`config.mk`:
```
export PLATFORM = sky130hd
export DESIGN_NAME = array_mul_pipe
export DESIGN_NICKNAME = d
export VERILOG_FILES = /design/src/rtl/array_mul_pkg.sv /design/src/rtl/array_mul_pipe_row.sv /design/src/rtl/full_adder.sv /design/src/rtl/array_mul_pipe.sv
export SDC_FILE = /design/constraint.sdc
export NUM_CORES = 1
export LEC_CHECK = 0
export CAP_MARGIN = 0
export CELL_PAD_IN_SITES_DETAIL_PLACEMENT = 1
export CELL_PAD_IN_SITES_GLOBAL_PLACEMENT = 1
export CORE_ASPECT_RATIO = 0.6
export CORE_MARGIN = 1
export CORE_UTILIZATION = 55
export DETAILED_ROUTE_END_ITERATION = 8
export PLACE_DENSITY_LB_ADDON = 0.2
export SYNTH_ARGS = -nofsm -noshare
export SYNTH_HDL_FRONTEND = slang
export SYNTH_HIERARCHICAL = 1
export SYNTH_SLANG_ARGS = --single-unit
```
`constraint.sdc`:
```
create_clock -name clk -period 17.15 [get_ports clk]
set_input_delay 3.43 -clock clk [delete_from_list [all_inputs] [get_ports clk]]
set_output_delay 3.43 -clock clk [all_outputs]
set_load 0.03 [all_outputs]
```
`src/rtl/array_mul_pkg.sv`:
```
// rtl/array_mul_pkg.sv - shared constants and partial-product helper for array_mul_pipe
package array_mul_pkg;

    localparam int   DEFAULT_WIDTH  = 8;
    localparam int   DEFAULT_STAGES = 2;
    localparam logic MODE_UNSIGNED  = 1'b0;
    localparam logic MODE_SIGNED    = 1'b1;

    // Baugh-Wooley: in signed mode a product pairing exactly one sign bit is complemented.
    function automatic logic pp_bit(input logic aj, input logic bi, input logic mode,
                                    input logic one_sign);
        return (aj & bi) ^ ((mode == MODE_SIGNED) & one_sign);
    endfunction

endpackage

```
`src/rtl/array_mul_pipe_row.sv`:
```
// rtl/array_mul_pipe_row.sv - one reduction row: adds partial-product row ROW into the accumulator
module array_mul_pipe_row
    import array_mul_pkg::*;
#(
    parameter int WIDTH = DEFAULT_WIDTH,
    parameter int ROW   = 0
) (
    input  logic [2*WIDTH-1:0] acc_in,
    input  logic [WIDTH-1:0]   a,
    input  logic               b,
    input  logic               tc,
    output logic [2*WIDTH-1:0] acc_out
);

    localparam int PW = 2 * WIDTH;

    for (genvar c = 0; c < PW; c++) begin : g_col
        logic pp;
        logic cin;

        if (c >= ROW && c < ROW + WIDTH) begin : g_pp
            assign pp = pp_bit(a[c-ROW], b, tc,
                               1'((ROW == WIDTH - 1) != (c - ROW == WIDTH - 1)));
        end else begin : g_zero
            assign pp = 1'b0;
        end

        if (c == 0) begin : g_cin0
            assign cin = 1'b0;
        end else begin : g_cin
            assign cin = g_col[c-1].g_fa.cout;
        end

        // The carry out of the top column falls outside the 2*WIDTH result and is dropped.
        if (c < PW - 1) begin : g_fa
            logic cout;
            full_adder u_fa (
                .a   (acc_in[c]),
                .b   (pp),
                .cin (cin),
                .sum (acc_out[c]),
                .cout(cout)
            );
        end else begin : g_top
            assign acc_out[c] = acc_in[c] ^ pp ^ cin;
        end
    end

endmodule

```
`src/rtl/full_adder.sv`:
```
// rtl/full_adder.sv - single-bit full adder cell used by the multiplier array
module full_adder (
    input  logic a,
    input  logic b,
    input  logic cin,
    output logic sum,
    output logic cout
);

    assign sum  = a ^ b ^ cin;
    assign cout = (a & b) | (cin & (a ^ b));

endmodule

```
`src/rtl/array_mul_pipe.sv`:
```
// rtl/array_mul_pipe.sv - pipelined unsigned/Baugh-Wooley array multiplier with valid/ready handshake
module array_mul_pipe
    import array_mul_pkg::*;
#(
    parameter int WIDTH  = DEFAULT_WIDTH,
    parameter int STAGES = DEFAULT_STAGES
) (
    input  logic               clk,
    input  logic               rst,
    input  logic               in_valid,
    output logic               in_ready,
    input  logic [WIDTH-1:0]   a,
    input  logic [WIDTH-1:0]   b,
    input  logic               tc,
    output logic               out_valid,
    input  logic               out_ready,
    output logic [2*WIDTH-1:0] prod
);

    localparam int PW   = 2 * WIDTH;
    localparam int ROWS = (WIDTH + STAGES - 1) / STAGES;

    logic             v_q   [STAGES];
    logic             tc_q  [STAGES];
    logic [WIDTH-1:0] a_q   [STAGES];
    logic [WIDTH-1:0] b_q   [STAGES];
    logic [PW-1:0]    acc_q [STAGES];
    logic [PW-1:0]    acc_d [STAGES];
    logic             adv;

    // Signed mode starts the accumulator at 2^WIDTH + 2^(2*WIDTH-1) to fold in the sign terms.
    function automatic logic [PW-1:0] bw_seed(input logic mode);
        logic [PW-1:0] k;
        k        = '0;
        k[PW-1]  = (mode == MODE_SIGNED);
        k[WIDTH] = (mode == MODE_SIGNED);
        return k;
    endfunction

    for (genvar s = 0; s < STAGES; s++) begin : g_stage
        logic [PW-1:0] seed;

        if (s == 0) begin : g_seed_in
            assign seed = bw_seed(tc);
        end else begin : g_seed_reg
            assign seed = acc_q[s-1];
        end

        for (genvar r = 0; r < ROWS; r++) begin : g_row
            localparam int ROW = s * ROWS + r;
            logic [PW-1:0] acc_in;
            logic [PW-1:0] acc_out;

            if (r == 0) begin : g_first
                assign acc_in = seed;
            end else begin : g_chain
                assign acc_in = g_row[r-1].acc_out;
            end

            if (ROW < WIDTH) begin : g_add
                logic [WIDTH-1:0] row_a;
                logic             row_b;
                logic             row_tc;

                if (s == 0) begin : g_src_in
                    assign row_a  = a;
                    assign row_b  = b[ROW];
                    assign row_tc = tc;
                end else begin : g_src_reg
                    assign row_a  = a_q[s-1];
                    assign row_b  = b_q[s-1][ROW];
                    assign row_tc = tc_q[s-1];
                end

                array_mul_pipe_row #(
                    .WIDTH(WIDTH),
                    .ROW  (ROW)
                ) u_row (
                    .acc_in (acc_in),
                    .a      (row_a),
                    .b      (row_b),
                    .tc     (row_tc),
                    .acc_out(acc_out)
                );
            end else begin : g_pass
                assign acc_out = acc_in;
            end
        end

        assign acc_d[s] = g_row[ROWS-1].acc_out;
    end

    assign adv       = !out_valid || out_ready;
    assign in_ready  = rst || adv;
    assign out_valid = v_q[STAGES-1];
    assign prod      = acc_q[STAGES-1];

    // Data registers load only behind a valid bit so prod keeps the last result across bubbles.
    always_ff @(posedge clk) begin
        if (rst) begin
            for (int s = 0; s < STAGES; s++) begin
                v_q[s]   <= 1'b0;
                tc_q[s]  <= MODE_UNSIGNED;
                a_q[s]   <= '0;
                b_q[s]   <= '0;
                acc_q[s] <= '0;
            end
        end else if (adv) begin
            v_q[0] <= in_valid;
            if (in_valid) begin
                tc_q[0]  <= tc;
                a_q[0]   <= a;
                b_q[0]   <= b;
                acc_q[0] <= acc_d[0];
            end
            for (int s = 1; s < STAGES; s++) begin
                v_q[s] <= v_q[s-1];
                if (v_q[s-1]) begin
                    tc_q[s]  <= tc_q[s-1];
                    a_q[s]   <= a_q[s-1];
                    b_q[s]   <= b_q[s-1];
                    acc_q[s] <= acc_d[s];
                end
            end
        end
    end

endmodule

```
### Yosys cells after proc, flatten, opt, wreduce, memory -nomap -nowiden

Memory sizes are Yosys's and may differ from the RTL's.
Index checks and enable logic that the tools add are counted.
Widths: inputs -> output; s select.

| word-level totals | value |
|---|---|
| bits in registers | 0 |
| bits in writable memories | 68 |
| input port bits | 21 |
| output and inout bits | 18 |
| word-level logic and storage cells | 394 |
| memories kept | 5 |

| operators by class | value |
|---|---|
| muxes and demuxes | 23 |
| bitwise logic cells | 363 |
| reductions and logical operators | 3 |

Memories:

| memory | depth | bits a word | rd ports | clocked after Yosys merged registers in | wr ports | line | source |
|---|---|---|---|---|---|---|---|
| acc_q | 2 | 16 | 2 | 0 | 2 | array_mul_pipe.sv:27 | `logic [PW-1:0] acc_q [STAGES];` |
| a_q | 2 | 8 | 1 | 0 | 2 | array_mul_pipe.sv:25 | `logic [WIDTH-1:0] a_q [STAGES];` |
| b_q | 2 | 8 | 1 | 0 | 2 | array_mul_pipe.sv:26 | `logic [WIDTH-1:0] b_q [STAGES];` |
| tc_q | 2 | 1 | 1 | 0 | 2 | array_mul_pipe.sv:24 | `logic tc_q [STAGES];` |
| v_q | 2 | 1 | 2 | 0 | 2 | array_mul_pipe.sv:23 | `logic v_q [STAGES];` |

Operators by type and width:

| kind | count |
|---|---|
| $and 1x1->1 | 175 |
| $xor 1x1->1 | 129 |
| $or 1x1->1 | 59 |
| $mux 16 | 2 |
| $mux 8 | 4 |
| $mux 1 | 17 |
| $logic_or 1x1->1 | 2 |
| $logic_not 1->1 | 1 |

### Logic depth before layout (Yosys ltp)

Gate-level depths: netlist of run 1.
An unclocked memory read counts as a cell.

| depth | value |
|---|---|
| word-level depth | 31 |
| gate-level depth with buffers | 21 |
| depth with buffers taken out | 21 |

### Hierarchy

Netlist of run 1, hierarchy kept.

Modules (own cells, without submodules):

| module | times used | cells each | area an instance (um^2) | sequential area each (um^2) |
|---|---|---|---|---|
| full_adder | 120 | 1 | 20.0 | 0.0 |
| array_mul_pipe | 1 | 132 | 2244.7 | 1411.4 |
| array_mul_pipe_row at g_stage[0].g_row[0].g_add.u_row ... | 7 | 11 | 80.1 | 0.0 |
| array_mul_pipe_row at g_stage[1].g_row[3].g_add.u_row | 1 | 18 | 115.1 | 0.0 |

### Least setup slack after synthesis of run 1

Ideal clock, no wire load.

| timing | value |
|---|---|
| kind | input-to-reg |
| start point | in a[1] |
| end point | mem acc_q[0][11] in the netlist's numbering, data pin |
| data arrival time | 9.556 ns |
| required time | 16.887 ns |
| path slack | 7.331 ns |
| cell stages on the path | 16 |
| path buffers | 0 |
| cells stage by stage | and2_2 fa_1 fa_1 fa_1 fa_1 fa_1 fa_1 fa_1 fa_1 fa_1 fa_1 fa_1 fa_1 fa_1 fa_1 nor4b_2 |

RTL lines:

| element | line | source |
|---|---|---|
| from (decl) | array_mul_pipe.sv:12 | `input logic [WIDTH-1:0] a,` |
| to (decl) | array_mul_pipe.sv:27 |  |

==> results of run 1 <==
area by class of cell:
type	count	area, µm²
clock buffer	5	125
clock inverter	3	38.8
fill	896	3210
multi-input combinational	337	3950
sequential	47	1410
tap	130	163
timing repair buffer	40	390
layer usage:
layer,global-route usage,part of all wire,vias to the layer above
met2,0.435,0.56,41
met3,0.0368,0.026,8
met1,0.276,0.41,1576
met4,0.0388,0.0065,0
met5,0,0,-
li1,-,-,1236
final timing paths:
check                                     to  slack [ns]  cells after the start
worst max-delay path            acc_q[0][11]        6.68                     17
worst min-delay path               v_q[0][1]        0.75                      1
worst max register to register  acc_q[0][31]        9.57                     17
worst min register to register     v_q[0][1]        0.75                      1
synthesized netlist by cell type:
| library cell | number | area (µm²) |
|---|---|---|
| edfxtp_1 | 47 | 1410 |
| nand2_1 | 7 | 26.3 |
| nor4b_2 | 20 | 300 |
| nand2b_1 | 2 | 12.5 |
| and2_2 | 50 | 375 |
| buf_6 | 3 | 33.8 |
| xor2_1 | 8 | 70.1 |
| buf_2 | 9 | 45.0 |
| nor4b_1 | 23 | 201 |
| clkbuf_1 | 1 | 3.75 |
| nor2_2 | 1 | 6.26 |
| nor2b_4 | 1 | 13.8 |
| nor4b_4 | 2 | 47.6 |
| xnor2_1 | 14 | 123 |
| a21o_1 | 2 | 15.0 |
| nor3b_1 | 2 | 15.0 |
| nand2_2 | 7 | 43.8 |
| conb_1 | 9 | 33.8 |
| fa_1 | 120 | 2400 |
| buf_4 | 19 | 143 |
power by group through the flow:
| stage | Clock [mW] | Combinational [mW] | Sequential (mW) |
|---|---|---|---|
| after floorplan | 0 | 0.586 | 0.199 |
| final | 0.114 | 0.732 | 0.203 |
| after global placement | 0 | 0.678 | 0.204 |
| after global routing | 0.119 | 0.849 | 0.208 |
| after detailed placement | 0 | 0.716 | 0.206 |
| after CTS | 0.114 | 0.732 | 0.204 |
worst max-delay path, stage by stage:
cell	delay (ns)
clkdlybuf4s50_1	0.56
and2_2	0.26
fa_1	0.48
fa_1	0.45
fa_1	0.48
fa_1	0.44
fa_1	0.39
fa_1	0.39
fa_1	0.49
fa_1	0.45
fa_1	0.39
fa_1	0.43
fa_1	0.42
fa_1	0.40
fa_1	0.40
fa_1	0.43
nor4b_2	0.16
registers in the layout, indices dropped and copies added, names as in the netlist:
| signal | count |
|---|---|
| acc_q | 32 |
| a_q | 8 |
| b_q | 4 |
| v_q | 2 |
| tc_q | 1 |
logic make-up (layout without fill, tap and decap cells):
logic type / after synthesis / after routing / share of synthesized area
AOI/OAI and AO/OA: 2 / 2 / 0.00282
xor gates and xnor gates: 22 / 22 / 0.0362
adders and majority gates: 120 / 120 / 0.451
buffers and inverters: 32 / 48 / 0.0423
DFF: 47 / 47 / 0.265
other: 9 / 78 / 0.00635
and+or+nand+nor: 115 / 115 / 0.196
stage by stage:
step | area (µm²) | power (mW) | hold WS, ns | std cells | setup WS [ns]
after global placement | 5910 | 0.882 | 0.701 | 554 | 6.59
final | 6080 | 1.05 | 0.753 | 562 | 6.68
after detailed placement | 5910 | 0.922 | 0.739 | 554 | 6.28
after floorplan | 5580 | 0.786 | 0.643 | 416 | 7.33
after global routing | 6080 | 1.18 | 0.781 | 562 | 6.45
after CTS | 6080 | 1.05 | 0.754 | 562 | 6.61
cells in the final DEF (no fill, tap or decap), drive strengths merged, types with 2 or more instances in the layout:
| cell type | Yosys | routed |
|---|---|---|
| conb | 9 | 78 |
| xnor2 | 14 | 14 |
| nand2b | 2 | 2 |
| fa | 120 | 120 |
| clkbuf | 1 | 5 |
| buf | 31 | 3 |
| nor4b | 45 | 45 |
| edfxtp | 47 | 47 |
| nor3b | 2 | 2 |
| nand2 | 14 | 14 |
| xor2 | 8 | 8 |
| and2 | 50 | 50 |
| clkinv | 0 | 2 |
| a21o | 2 | 2 |
| clkdlybuf4s50 | 0 | 37 |
==> results by group, run 1 <==
Clock tree
  • # resized after CTS: 0
  • Number of setup buffers added after CTS: 0
  • Htree depth: 2
  • Post-CTS Hold Fix Bufs: 0
  • Later-pin clock latency in the skew report: 0.30 ns
  • Clock Tree Root: clkbuf_16
  • Clk buf depth: 2
  • TritonCTS clock tree: done
  • Clk slew on worst S/H paths: 0.07 ns
  • TritonCTS Buffers: 5
  • TritonCTS Sinks: 47

Routing
  • Drt pass-1 iters: 4
  • DRC viols: 0
  • Final wirelength: 9690 µm
  • Post-route ant nets: 0
  • Routed vias: 2,861
  • WL/cell: 17.2 µm
  • Drt via density: 5.09
  • Starting DRT DRC Count: 79

Timing
  • Slew Viols, Final: 0
  • TNS Setup: 0 ns
  • Slew HR: 0.157
  • Period minus WS final: 10.47 ns
  • Fmax: 95.5 MHz
  • RSZ-0062 raised after global routing: false
  • Clk_skew: 0.00477 ns
  • Slew @ Worst Pin: 1.26 ns
  • Crit share post-route: 0.611
  • Setup violators final: 0
  • Final Hold Fails: 0

Layout
  • Layout Nets: 572
  • Layout cells sized above 1: 0.211
  • N_diodes: 0
  • Final Util: 0.654
  • Area grow syn2layout: 14.2%

Floorplanning
  • Die area: 0.0101 mm²
  • Core area: 0.00929 mm²
  • IO Pins: 39
  • Initial Util: 0.573
  • FP Rows: 27
  • Chip width: 129 µm
  • Chip Height: 78.2 µm

Global route
  • First-pass GRT wire length: 17,100 µm
  • Initial antenna violation count: 0
  • GR Overflow Total: 0
  • Largest net degree at the start of global routing: 51
  • Global router's overall resource usage: 0.228
  • Number of global-route vias before repair: 3,510

Critical path
  • Crit path capture type: register
  • Crit Path Class: in2reg
  • Launch point of the worst reg-to-reg path: b_q[0][4]
  • Crit path DAT: 10.47 ns
  • Start point of the critical path: b[0]
  • Setup crit start kind: primary input
  • Critical-path maximum fanout: 8
  • Worst Path Required: 17.15 ns

Synthesis
  • Flops & latches, synth: 47
  • Mapped cell area: 0.00532 mm²
  • Netlist cell types: 20
  • Synth warn: 6
  • Register area share after synthesis: 0.265
  • Cells after Synth: 347
  • Avg Cell Area, Syn: 15.3 µm²

Power and ir drop
  • Pleak: 2.48 nW
  • Peak VDD IR: 0.100 mV
  • Clk network pwr share: 0.109
  • Switching power: 0.406 mW
  • Comb power frac: 0.698
  • Internal power: 0.644 mW
  • Net Sw Frac: 0.386
  • Flop pwr share: 0.194
  • Power per Cell Area: 173 mW/mm²

Min path
  • Min-Delay Startpoint: v_q[0][0]
  • HP Class: reg2reg

Placed design
  • GPL Wtd Cong: 0.719
  • Post-DP HPWL: 7420 µm
  • I/O Buffers: 38

Status
  • Status: completed

Run
  • Max-capacitance violation count: 0
Note: power is estimated with default switching activity, not from simulation.
==> run 2: changes to the inputs <==
--- a/config.mk
+++ b/config.mk
@@ -10,7 +10,7 @@
 export CELL_PAD_IN_SITES_GLOBAL_PLACEMENT = 1
 export CORE_ASPECT_RATIO = 0.6
 export CORE_MARGIN = 1
-export CORE_UTILIZATION = 55
+export CORE_UTILIZATION = 51
 export DETAILED_ROUTE_END_ITERATION = 8
 export PLACE_DENSITY_LB_ADDON = 0.2
 export SYNTH_ARGS = -nofsm -noshare
==> constraint.sdc (replaced) <==
create_clock -name clk -period 10.4 [get_ports clk]
set_input_delay 2.08 -clock clk [delete_from_list [all_inputs] [get_ports clk]]
set_output_delay 2.08 -clock clk [all_outputs]
set_load 0.03 [all_outputs]
==> run 2 against run 1 <==
  * Register-to-register slack got worse by 6.5 ns
  * Clock skew about the same
  * Clock power increased by 85%
  * Flip-flop and latch count unchanged
  * Design area increased by 0.51%
  * Final cell count increased by 0.89%
  * First-iteration DRC count increased by 27%
  * Setup slack got worse by 5.3 ns
  * Critical path type unchanged
==> results by group, run 2 (synthesized netlist as in run 1, its figures left out) <==
Critical path
  • Launch point of the worst reg-to-reg path: b_q[0][4] (unchanged)
  • Crit Path Class: in2reg (unchanged)
  • Crit path capture type: register (unchanged)
  • Crit-path most repeated cell: fa_1 (unchanged)
  • Bufs and invs on worst path: 1 (unchanged)
  • R2R depth: 17 (unchanged)
  • Setup crit start kind: primary input (unchanged)
  • CP peak stage delay: 0.55 ns (was 0.56 ns)
  • Critical-path maximum fanout: 8 (unchanged)
  • Worst reg2reg endpoint: acc_q[0][31] (unchanged)
  • Crit path DAT: 9.04 ns (was 10.47 ns)
  • Worst Path Required: 10.40 ns (was 17.15 ns)
  • Top Family by Delay on Critical Path: adder cells (unchanged)
  • CP max stage cell: clkdlybuf4s50_1 (unchanged)
  • Reg2reg setup slack: 3.03 ns (was 9.57 ns)
  • Cell chain of the critical path: clkdlybuf4s50_1 > and2_2 > fa_1 > fa_1 > fa_1 > fa_1 > fa_1 > fa_1 > fa_1 > fa_1 > fa_1 > fa_1 > fa_1 > fa_1 > fa_1 > fa_1 > nor4b_2 (unchanged)

Clock tree
  • Clk buf depth: 2 (unchanged)
  • TritonCTS Buffers: 5 (unchanged)
  • Clk slew on worst S/H paths: 0.07 ns (about the same)
  • Htree depth: 2 (unchanged)
  • Clock Tree Root: clkbuf_16 (unchanged)
  • Post-CTS Hold Fix Bufs: 0 (unchanged)
  • # resized after CTS: 0 (unchanged)
  • Later-pin clock latency in the skew report: 0.29 ns (was 0.30 ns)
  • Number of setup buffers added after CTS: 0 (unchanged)
  • TritonCTS Sinks: 47 (unchanged)
  • TritonCTS clock tree: done (unchanged)

Global route
  • Initial antenna violation count: 0 (unchanged)
  • Largest net degree at the start of global routing: 51 (unchanged)
  • GR Overflow Total: 0 (unchanged)
  • Global router's overall resource usage: 0.199 (was 0.228)
  • First-pass GRT wire length: 16,400 µm (was 17,100 µm)
  • Number of global-route vias before repair: 3,448 (was 3,510)

Placed design
  • Place WS: 0.951 ns (was 6.28 ns)
  • GPL Wtd Cong: 0.704 (was 0.719)
  • Post-DP HPWL: 7060 µm (was 7420 µm)
  • I/O Buffers: 38 (unchanged)

Layout
  • Most frequent cells in the layout: fa_1 (120), conb_1 (78), and2_2 (50), edfxtp_1 (47), clkdlybuf4s50_1 (37) (unchanged)
  • Biggest register: acc_q (unchanged)
  • Area grow syn2layout: 14.8% (was 14.2%)
  • Footprint of the multi-input gates: 0.00395 mm² (unchanged)
  • Largest register FFs: 32 (unchanged)
  • N_diodes: 0 (unchanged)
  • Commonest non-fill, non-tap cell in the layout: fa_1 (unchanged)
  • Fillers: 965 (was 896)
  • Layout cells sized above 1: 0.211 (unchanged)
  • Layout Nets: 572 (unchanged)
  • FF+latch area: 0.00141 mm² (unchanged)
  • Largest regs: acc_q (32), a_q (8), b_q (4) (unchanged)

Timing
  • Setup violators final: 0 (unchanged)
  • Clk_skew: 0.00473 ns (was 0.00477 ns)
  • Final setup margin: 1.36 ns (was 6.68 ns)
  • Crit share post-route: 0.869
  • Fmax: 111 MHz
  • Slew @ Worst Pin: 1.24 ns (was 1.26 ns)
  • Slew HR: 0.176 (was 0.157)
  • Period minus WS final: 9.04 ns
  • Slew Viols, Final: 0 (unchanged)
  • Final Hold Fails: 0 (unchanged)
  • RSZ-0062 raised after global routing: false (unchanged)
  • TNS Setup: 0 ns (unchanged)

Power and ir drop
  • Pleak: 2.49 nW (was 2.48 nW)
  • Overall Power: 1.73 mW (was 1.05 mW)
  • Power per Cell Area: 282 mW/mm² (was 173 mW/mm²)
  • Peak VDD IR: 0.172 mV (was 0.100 mV)

Floorplanning
  • IO Pins: 39 (unchanged)
  • Chip Height: 81.1 µm (was 78.2 µm)
  • Core area: 0.00998 mm² (was 0.00929 mm²)
  • Die area: 0.0109 mm² (was 0.0101 mm²)
  • Chip width: 134 µm (was 129 µm)
  • FP Rows: 28 (was 27)
  • Initial Util: 0.533 (was 0.573)

Min path
  • HP Class: reg2reg (unchanged)
  • Min-Delay Startpoint: v_q[0][0] (unchanged)
  • Hold Crit Endpoint: v_q[0][1] (unchanged)
  • Hold Crit Depth: 1 (unchanged)

Routing
  • DRC viols: 0 (unchanged)
  • Post-route ant nets: 0 (unchanged)
  • Routed vias: 2,750 (was 2,861)
  • Starting DRT DRC Count: 100 (was 79)
  • Drt via density: 4.85 (was 5.09)
  • WL/cell: 15.5 µm (was 17.2 µm)
  • Drt pass-1 iters: 4 (unchanged)
  • Final wirelength: 8760 µm (was 9690 µm)

Status
  • Status: completed (unchanged)

Run
  • Max-capacitance violation count: 0 (unchanged)
run 2: cell types whose count changed in the layout (fill, tap and decap cells not counted), sizes merged:
cell | previous run | this run
clkinv | 2 | 0
bufinv | 1 | 2
clkbuf | 5 | 6
run 2: worst register-to-register path, cell delays in order, from the launching register on:
cell      delay [ns]
edfxtp_1        0.54
and2_2          0.25
fa_1            0.41
fa_1            0.39
fa_1            0.40
fa_1            0.39
fa_1            0.39
fa_1            0.48
fa_1            0.47
fa_1            0.48
fa_1            0.45
fa_1            0.47
fa_1            0.46
fa_1            0.39
fa_1            0.39
fa_1            0.39
xor2_1          0.17
nor4b_1         0.14
run 2: stage by stage:
step,hold slack (ns),util,area [µm²],instances
final,0.740,0.612,6110,567
after global routing,0.819,0.612,6110,567
after CTS,0.757,0.612,6110,567
after detailed placement,0.742,0.593,5920,559
after global placement,0.701,0.593,5920,559
after floorplan,0.643,-,5580,416
run 2: how the worst max path moves through the flow:
stage,from,endpoint,slack [ns],depth (start not counted)
global route,b[0],acc_q[0][11],1.00,17
global placement,b[0],acc_q[0][11],1.19,17
detailed placement,b[0],acc_q[0][11],0.95,17
CTS,b[0],acc_q[0][11],1.26,17
floorplan,a[1],acc_q[0][11],1.93,16
finish,b[0],acc_q[0][11],1.36,17
run 2: where the power goes:
group	leakage, nW	internal [mW]	total (mW)	switching (mW)
Clock	0.0911	0.138	0.211	0.0728
Combinational	1.88	0.644	1.18	0.537
Sequential	0.510	0.303	0.333	0.0309
run 2: layout make-up:
type / instances / area share
clock buffers: 6 / 0.0211
clock inverters: 2 / 0.00983
multi-input cells: 337 / 0.647
flip-flops and latches: 47 / 0.231
well taps: 135 / 0.0276
repair buffers: 40 / 0.0639
run 2: metal layers:
metal	part of all wire	track usage
met3	0.023	0.0356
met2	0.56	0.381
met1	0.41	0.241
met4	0.0060	0.0307
met5	0	0
==> run 3: changes to the inputs <==
--- a/config.mk
+++ b/config.mk
@@ -10,7 +10,8 @@
 export CELL_PAD_IN_SITES_GLOBAL_PLACEMENT = 1
 export CORE_ASPECT_RATIO = 0.6
 export CORE_MARGIN = 1
-export CORE_UTILIZATION = 51
+export CORE_UTILIZATION = 52
+export CTS_BUF_LIST = sky130_fd_sc_hd__clkbuf_8
 export DETAILED_ROUTE_END_ITERATION = 8
 export PLACE_DENSITY_LB_ADDON = 0.2
 export SYNTH_ARGS = -nofsm -noshare
==> run 3 against run 2 <==
  * Register-to-register slack worse by 0.06 ns
  * Final cell count up 0.18%
  * Critical endpoint unchanged
  * Power down 3.8%
  * Largest cell class unchanged
  * Sequential share of layout area up 0.28 points
==> results by group, run 3 (synthesized netlist as in run 1, its figures left out) <==
Status
  • Status: completed (unchanged)

Floorplanning
  • FP Rows: 28 (unchanged)
  • Initial Util: 0.537 (was 0.533)
  • Core area: 0.00991 mm² (was 0.00998 mm²)
  • Chip Height: 80.4 µm (was 81.1 µm)
  • Chip width: 133 µm (was 134 µm)
  • Die area: 0.0107 mm² (was 0.0109 mm²)
  • IO Pins: 39 (unchanged)

Routing
  • Starting DRT DRC Count: 67 (was 100)
  • Drt pass-1 iters: 4 (unchanged)
  • Drt via density: 4.89 (was 4.85)
  • Routed vias: 2,775 (was 2,750)
  • WL/cell: 15.9 µm (was 15.5 µm)
  • Post-route ant nets: 0 (unchanged)
  • Final wirelength: 9010 µm (was 8760 µm)
  • DRC viols: 0 (unchanged)

Critical path
  • Top Family by Delay on Critical Path: adder cells (unchanged)
  • Reg2reg setup slack: 2.97 ns (was 3.03 ns)
  • Crit path capture type: register (unchanged)
  • CP peak stage delay: 0.54 ns (was 0.55 ns)
  • R2R depth: 17 (unchanged)
  • Worst path depth: 17 (unchanged)
  • Critical-path maximum fanout: 8 (unchanged)
  • Bufs and invs on worst path: 1 (unchanged)
  • Crit path DAT: 9.06 ns (was 9.04 ns)
  • Crit Path Class: in2reg (unchanged)
  • Worst reg2reg endpoint: acc_q[0][31] (unchanged)
  • Start point of the critical path: b[0] (unchanged)
  • Cell chain of the critical path: clkdlybuf4s50_1 > and2_2 > fa_1 > fa_1 > fa_1 > fa_1 > fa_1 > fa_1 > fa_1 > fa_1 > fa_1 > fa_1 > fa_1 > fa_1 > fa_1 > fa_1 > nor4b_2 (unchanged)
  • Critical Path End: acc_q[0][11] (unchanged)
  • Worst Path Required: 10.45 ns (was 10.40 ns)
  • Setup crit start kind: primary input (unchanged)
  • Crit-path most repeated cell: fa_1 (unchanged)
  • Launch point of the worst reg-to-reg path: b_q[0][4] (unchanged)
  • CP max stage cell: clkdlybuf4s50_1 (unchanged)

Placed design
  • Inst Count DP: 560 (was 559)
  • Post-DP HPWL: 7530 µm (was 7060 µm)
  • I/O Buffers: 38 (unchanged)
  • GPL Wtd Cong: 0.690 (was 0.704)
  • Placed Area: 0.00593 mm² (was 0.00592 mm²)

Global route
  • Initial antenna violation count: 0 (unchanged)
  • Number of global-route vias before repair: 3,338 (was 3,448)
  • GR Overflow Total: 0 (unchanged)
  • Global router's overall resource usage: 0.200 (was 0.199)
  • First-pass GRT wire length: 15,900 µm (was 16,400 µm)
  • Largest net degree at the start of global routing: 51 (unchanged)

Clock tree
  • Number of setup buffers added after CTS: 0 (unchanged)
  • Clk slew on worst S/H paths: 0.09 ns (was 0.07 ns)
  • Clock Tree Root: clkbuf_8 (was clkbuf_16)
  • TritonCTS Buffers: 5 (unchanged)
  • Post-CTS Hold Fix Bufs: 0 (unchanged)
  • TritonCTS Sinks: 47 (unchanged)
  • Htree depth: 2 (unchanged)
  • Clk buf depth: 2 (unchanged)
  • Later-pin clock latency in the skew report: 0.31 ns (was 0.29 ns)
  • TritonCTS clock tree: done (unchanged)
  • # resized after CTS: 0 (unchanged)

Power and ir drop
  • Overall Power: 1.66 mW (was 1.73 mW)
  • Peak VDD IR: 0.157 mV (was 0.172 mV)
  • Power per Cell Area: 275 mW/mm² (was 282 mW/mm²)
  • Pleak: 2.45 nW (was 2.49 nW)

Layout
  • Biggest register: acc_q (unchanged)
  • Commonest non-fill, non-tap cell in the layout: fa_1 (unchanged)
  • Largest regs: acc_q (32), a_q (8), b_q (4) (unchanged)
  • Most frequent cells in the layout: fa_1 (120), conb_1 (78), and2_2 (50), edfxtp_1 (47), clkdlybuf4s50_1 (37) (unchanged)
  • Fillers: 956 (was 965)
  • FF+latch area: 0.00141 mm² (unchanged)
  • N_diodes: 0 (unchanged)
  • Layout Nets: 573 (was 572)
  • Largest register FFs: 32 (unchanged)
  • Final non-filler cell total: 568 (was 567)
  • Footprint of the multi-input gates: 0.00395 mm² (unchanged)
  • Final instance area: 0.00604 mm² (was 0.00611 mm²)
  • Final Util: 0.609 (was 0.612)
  • Area grow syn2layout: 13.4% (was 14.8%)
  • Layout cells sized above 1: 0.212 (was 0.211)

Timing
  • Slew @ Worst Pin: 1.23 ns (was 1.24 ns)
  • RSZ-0062 raised after global routing: false (unchanged)
  • Fmax: 111 MHz (about the same)
  • Setup violators final: 0 (unchanged)
  • TNS Setup: 0 ns (unchanged)
  • Clk_skew: 0.00361 ns (was 0.00473 ns)
  • Slew HR: 0.177 (was 0.176)
  • Slew Viols, Final: 0 (unchanged)
  • Period minus WS final: 9.01 ns (was 9.04 ns)
  • Crit share post-route: 0.866 (was 0.869)
  • Final Hold Fails: 0 (unchanged)

Min path
  • HP Class: reg2reg (unchanged)

Run
  • Max-capacitance violation count: 0 (unchanged)
-- run 3: cell types whose count changed in the layout (fill, tap and decap cells not counted) --
cell / change
clkbuf_16: -5
buf_4: +1
clkbuf_8: +5
clkinv_2: +1
clkbuf_1: -1
clkinv_1: +1
bufinv_16: -1
-- run 3: per-layer routing --
metal	vias to the layer above	global-route usage	part of all wire
li1	1233	-	-
met1	1508	0.225	0.39
met2	27	0.401	0.58
met3	7	0.0347	0.021
met4	0	0.0379	0.0077
met5	-	0	0
-- run 3: where the power goes --
| part | total, mW | switching (mW) | internal (mW) |
|---|---|---|---|
| logic | 1.19 | 0.544 | 0.645 |
| clock network | 0.137 | 0.0665 | 0.0705 |
| registers | 0.334 | 0.0321 | 0.302 |
| total | 1.66 | 0.643 | 1.02 |
-- run 3: final cells by class --
type | instances | area share
sequential | 47 | 0.234
tap | 135 | 0.0280
clock buffer | 5 | 0.0114
timing repair buffer | 41 | 0.0659
multi-input combinational | 337 | 0.654
clock inverter | 3 | 0.00643
-- run 3: metrics by stage --
stage / worst slack, ns / hold slack (ns)
after floorplan: 1.93 / 0.643
after global placement: 1.21 / 0.705
after detailed placement: 0.974 / 0.713
after CTS: 1.32 / 0.736
after global routing: 1.07 / 0.771
final: 1.39 / 0.736
-- run 3: how the worst min path moves through the flow --
stage | startpoint | endpoint | depth (start not counted)
finish | v_q[0][0] | v_q[0][1] | 1
global route | v_q[0][0] | v_q[0][1] | 1
CTS | v_q[0][0] | v_q[0][1] | 1
detailed placement | v_q[0][0] | v_q[0][1] | 1
global placement | v_q[0][0] | v_q[0][1] | 1
floorplan | v_q[0][0] | v_q[0][1] | 1
